## config.mk

```make
export PLATFORM = sky130hd
export DESIGN_NAME = gcd_engine
export DESIGN_NICKNAME = d
export VERILOG_FILES = /design/src/rtl/gcd_engine.sv
export SDC_FILE = /design/constraint.sdc
export NUM_CORES = 1
export LEC_CHECK = 0
export BUFFER_PORTS_ARGS = -buffer_cell sky130_fd_sc_hd__buf_2
export CAP_MARGIN = 20
export CORE_MARGIN = 2
export CORE_UTILIZATION = 55
export CTS_CLUSTER_SIZE = 30
export DETAILED_ROUTE_END_ITERATION = 8
export GPL_ROUTABILITY_DRIVEN = 0
export PLACE_DENSITY_LB_ADDON = 0.05
export SETUP_SLACK_MARGIN = 0.5
export SLEW_MARGIN = 40
export SYNTH_ARGS = -nofsm -noshare
export SYNTH_HDL_FRONTEND = slang
export SYNTH_SLANG_ARGS = --single-unit
```

## constraint.sdc

```tcl
create_clock -name clk -period 5.19 [get_ports clk]
set_input_delay 0.519 -clock clk [delete_from_list [all_inputs] [get_ports clk]]
set_output_delay 0.519 -clock clk [all_outputs]
set_load 0.03 [all_outputs]
```

## src/rtl/gcd_engine.sv

```systemverilog
`timescale 1ns/1ps
// GCD engine: subtractive Euclid or binary Stein chosen per transaction,
// with valid/ready handshakes on both the operand and the result side.
module gcd_engine #(
    parameter int WIDTH = 16,
    parameter int CNT_W = WIDTH + 1
) (
    input  logic             clk,
    input  logic             rst_n,
    input  logic             in_valid,
    output logic             in_ready,
    input  logic [WIDTH-1:0] in_a,
    input  logic [WIDTH-1:0] in_b,
    input  logic             in_mode,
    input  logic             abort,
    output logic             out_valid,
    input  logic             out_ready,
    output logic [WIDTH-1:0] out_gcd,
    output logic [CNT_W-1:0] out_cycles,
    output logic             out_err,
    output logic             busy
);
    localparam int KW = $clog2(WIDTH + 1);

    typedef enum logic [2:0] {
        IDLE = 3'b001,
        CALC = 3'b010,
        DONE = 3'b100
    } state_t;

    state_t           state, state_nxt;
    logic [WIDTH-1:0] a_q, b_q, a_nxt, b_nxt, res;
    logic             mode_q, err_q, k_inc, done_calc;
    logic [KW-1:0]    k_q;
    logic [CNT_W-1:0] cnt_q;

    // One datapath action per CALC cycle; done_calc marks the terminating check.
    always_comb begin
        a_nxt     = a_q;
        b_nxt     = b_q;
        k_inc     = 1'b0;
        done_calc = 1'b0;
        res       = '0;
        if (!mode_q) begin
            if (b_q == '0) begin
                done_calc = 1'b1;
                res       = a_q;
            end else if (a_q < b_q) begin
                a_nxt = b_q;
                b_nxt = a_q;
            end else begin
                a_nxt = a_q - b_q;
            end
        end else begin
            if (a_q == '0) begin
                done_calc = 1'b1;
                res       = b_q << k_q;
            end else if (b_q == '0) begin
                done_calc = 1'b1;
                res       = a_q << k_q;
            end else if (!a_q[0] && !b_q[0]) begin
                a_nxt = a_q >> 1;
                b_nxt = b_q >> 1;
                k_inc = 1'b1;
            end else if (!a_q[0]) begin
                a_nxt = a_q >> 1;
            end else if (!b_q[0]) begin
                b_nxt = b_q >> 1;
            end else if (a_q >= b_q) begin
                a_nxt = (a_q - b_q) >> 1;
            end else begin
                b_nxt = (b_q - a_q) >> 1;
            end
        end
    end

    always_ff @(posedge clk) begin
        if (!rst_n) state <= IDLE;
        else        state <= state_nxt;
    end

    always_comb begin
        state_nxt = state;
        case (state)
            IDLE:    if (in_valid) state_nxt = CALC;
            CALC:    if (abort) state_nxt = IDLE;
                     else if (done_calc) state_nxt = DONE;
            DONE:    if (abort || out_ready) state_nxt = IDLE;
            default: state_nxt = IDLE;
        endcase
    end

    always_comb begin
        in_ready  = (state == IDLE);
        busy      = (state == CALC);
        out_valid = (state == DONE);
    end

    // Result registers only change on the terminating cycle, so they hold
    // through backpressure and keep their last values across an abort.
    always_ff @(posedge clk) begin
        if (!rst_n) begin
            a_q        <= '0;
            b_q        <= '0;
            mode_q     <= 1'b0;
            err_q      <= 1'b0;
            k_q        <= '0;
            cnt_q      <= '0;
            out_gcd    <= '0;
            out_cycles <= '0;
            out_err    <= 1'b0;
        end else begin
            case (state)
                IDLE: if (in_valid) begin
                    a_q    <= in_a;
                    b_q    <= in_b;
                    mode_q <= in_mode;
                    err_q  <= (in_a == '0) && (in_b == '0);
                    k_q    <= '0;
                    cnt_q  <= '0;
                end
                CALC: if (!abort) begin
                    if (done_calc) begin
                        out_gcd    <= res;
                        out_cycles <= cnt_q;
                        out_err    <= err_q;
                    end else begin
                        a_q   <= a_nxt;
                        b_q   <= b_nxt;
                        k_q   <= k_q + KW'(k_inc);
                        cnt_q <= cnt_q + CNT_W'(1);
                    end
                end
                default: ;
            endcase
        end
    end
endmodule

```

==> flow_metrics.tcl <==
set metrics [dict create \
    drt-initial-drc-count 996 \
    arrival_ps 4150 \
    use_met2_pct 50.50 \
    leakagePower_nw 2.973 \
    fin_crit_sh_pct 75.73 \
    clk-insertion-delay-late_ps 360 \
    wirelength_um 22980 \
    core_um2 13190 \
    min_period_ps 3930 \
    ant_nets 0 \
    top_usage_layer "met2" \
    dr.pass1.iters 9 \
    final_cell_mix "nand2_1, dfxtp_1, a21oi_1, nor2_1, buf_2" \
    postCtsSetupRepairBufs 0 \
    die_h_um 119.8 \
    final_area_um2 8024 \
    critical_path_required_ps 5410 \
    cp_slowest_cell "dfxtp_1" \
    row_count 42 \
    crit_type "reg -> reg" \
    max_slew_margin_pct 42.72 \
    avgViaCountPerCell 6.403 \
    report.final.slew_viol_count 0 \
    rr_startpoint "a_q[0]" \
    clkSlewWorstSetupHoldPaths_ps 70 \
    worstSetupEndpointType "flop" \
    final_cell_count_no_fill 1175 \
    antennaDiodeCount 0 \
    cts_tree "yes" \
    portBuffers 74 \
    hold_class "in -> reg" \
    antenna_found_initial 0 \
    grt_max_degree 46 \
    root_buffer "clkbuf_16" \
    syn_avg_cell_area_um2 7.528 \
    multiInputGateArea_um2 5055 \
    cts_buffer_depth 2 \
    vdd_drop_max_mv 0.1473 \
    place_area_um2 7735 \
    synth_nets 1055 \
    cts_made_buffers 9 \
    fmax_mhz 254.4 \
    synth_cell_type_count 68 \
    pin_count 75 \
    grt_use_total_pct 32.54 \
    syn-cell-area_um2 7377 \
    startpoint_type "flop" \
    dieArea_um2 14360 \
    cap_viol_max_count 0 \
    finClkSkew_ps 11.28 \
    die_w_um 119.8 \
    cp_cell_sequence "inv_1 > ha_1 > fa_1 > nand2b_1 > a211o_1 > a31oi_1 > a31o_2 > mux2_2 > a222oi_1 > o21a_1 > a21oi_1" \
    hold_end "mode_q" \
    overflow 0 \
    setup_viol 0 \
    hold_path_depth 3 \
    pwr_density_cell_nw_per_um2 299.0 \
    min-delay-start "in_mode" \
    synth_top_area_share_pct 25.24 \
    fin_ws_ps 1260 \
    yosysWarnings 0 \
    final_nets 1069 \
    routedWlPerCell_um 19.56 \
    final_common_cell "nand2_1" \
    cts.sink_count 93 \
    synthCells 980 \
    grt_use_met1_pct 45.19 \
    gr-usage-met3_pct 4.420 \
    synth_flop_cell "dfxtp_1" \
    synthTopCellsByArea "dfxtp_1, nand2_1, ha_1" \
    r2r_end "a_q[8]" \
    rsz0062_at_grt "no" \
    rrSetupSlack_ps 1260 \
    ys_seq_elements 93 \
    dp_cells 1159 \
    status "finished, final reports clean" \
    ctsResizeCount 0 \
    vias 7523 \
    synth_top_cell_by_area "dfxtp_1" \
    synth_edf_count 0 \
    h-tree-depth 3 \
    reg2reg_depth 11 \
    critPathMaxFanout 22 \
    hold_viol 0 \
    floorplan.initialDensity_pct 55.93 \
    postCtsHoldBufs 0 \
    register_area_um2 1867 \
    pre_cts_ws_ps 1309 \
    syn_to_final_growth_pct 8.769 \
    n_fill_cell 1254 \
    max_stage_delay_ps 600 \
    layout-drive-gt1-share_pct 14.31 \
    hpwl_um 16260 \
    drc 0 \
    grt_pass1_wl_um 37050 \
    tns_ps 0 \
    first_global_vias 6900 \
    worstMarginPinSlew_ps 854.6 \
    ys_async_sr_fraction_pct 0 \
    yosysSeqAreaShare_pct 25.24 \
]
-- flip-flops by register name (all words and copies together), names as in the netlist --
register and cells:
a_q 16, b_q 16, cnt_q 17, err_q 1
k_q 5, mode_q 1, out_cycles 17, out_err 1
out_gcd 16, state 3
-- worst max-delay path, delay by kind of cell, from the launching register on --
family                     cells  cell delay (ps)
and+or+nand+nor                1              190
muxes                          1              390
DFF                            1              600
buffers and inverters          1              160
adders and majority gates      2              660
AOI/OAI and AO/OA              6             1790
-- metrics by stage --
step / power [W] / util [%] / hold WS [ps]
final: 0.002399 / 60.83 / 415.7
after global placement: 0.001723 / 58.52 / 437.1
after floorplan: 0.001489 / - / 436.6
after global routing: 0.002528 / 60.83 / 427.1
after CTS: 0.002380 / 60.82 / 409.5
after detailed placement: 0.001720 / 58.64 / 440.5
-- Yosys cell counts, drive strengths merged (22+ instances only) --
master / instances
o21ai: 72
dfxtp: 93
a21oi: 85
nand3: 22
nor2: 78
nor3: 25
xor2: 25
clkbuf: 63
nand2: 117
mux2i: 24
a31oi: 26
nand2b: 22
ha: 35
inv: 38
-- routing by layer --
| metal | wire [µm] | vias up |
|---|---|---|
| li1 | - | 3611 |
| met1 | 9964 | 3482 |
| met2 | 10260 | 368 |
| met3 | 1858 | 62 |
| met4 | 897 | 0 |
| met5 | 0 | - |
-- layout make-up --
cell class	count	share of cell area, %
clock buffers	9	2.807
clock inverters	7	0.7797
inverters	39	1.856
multi-input cells	767	63.00
flip-flops and latches	93	23.27
well taps	176	2.744
repair buffers	84	5.551
-- power breakdown --
group          switching [W]  internal (W)  leakage [nW]
sequential         0.0000929      0.000745         0.758
clock               0.000327      0.000338         0.141
combinational       0.000550      0.000347          2.07
total               0.000971       0.00143          2.97
-- cell families after synthesis --
kind of cell / count (synthesis) / synth area share (%)
fa+ha+maj: 37 / 6.479
buf+inv: 120 / 6.479
flops: 93 / 25.24
simple gates: 350 / 22.80
compound gates: 296 / 25.87
mux: 47 / 8.752
xor+xnor: 37 / 4.393
-- worst max path at each step --
stage                start  endpoint  slack (ps)
floorplan           a_q[6]    b_q[2]        2170
global placement    a_q[0]    a_q[8]        1410
detailed placement  a_q[0]    a_q[8]        1310
CTS                 a_q[0]    a_q[8]        1290
global route        a_q[0]    a_q[7]        1010
finish              a_q[0]    a_q[8]        1260
(Power assumes the default switching activity.)
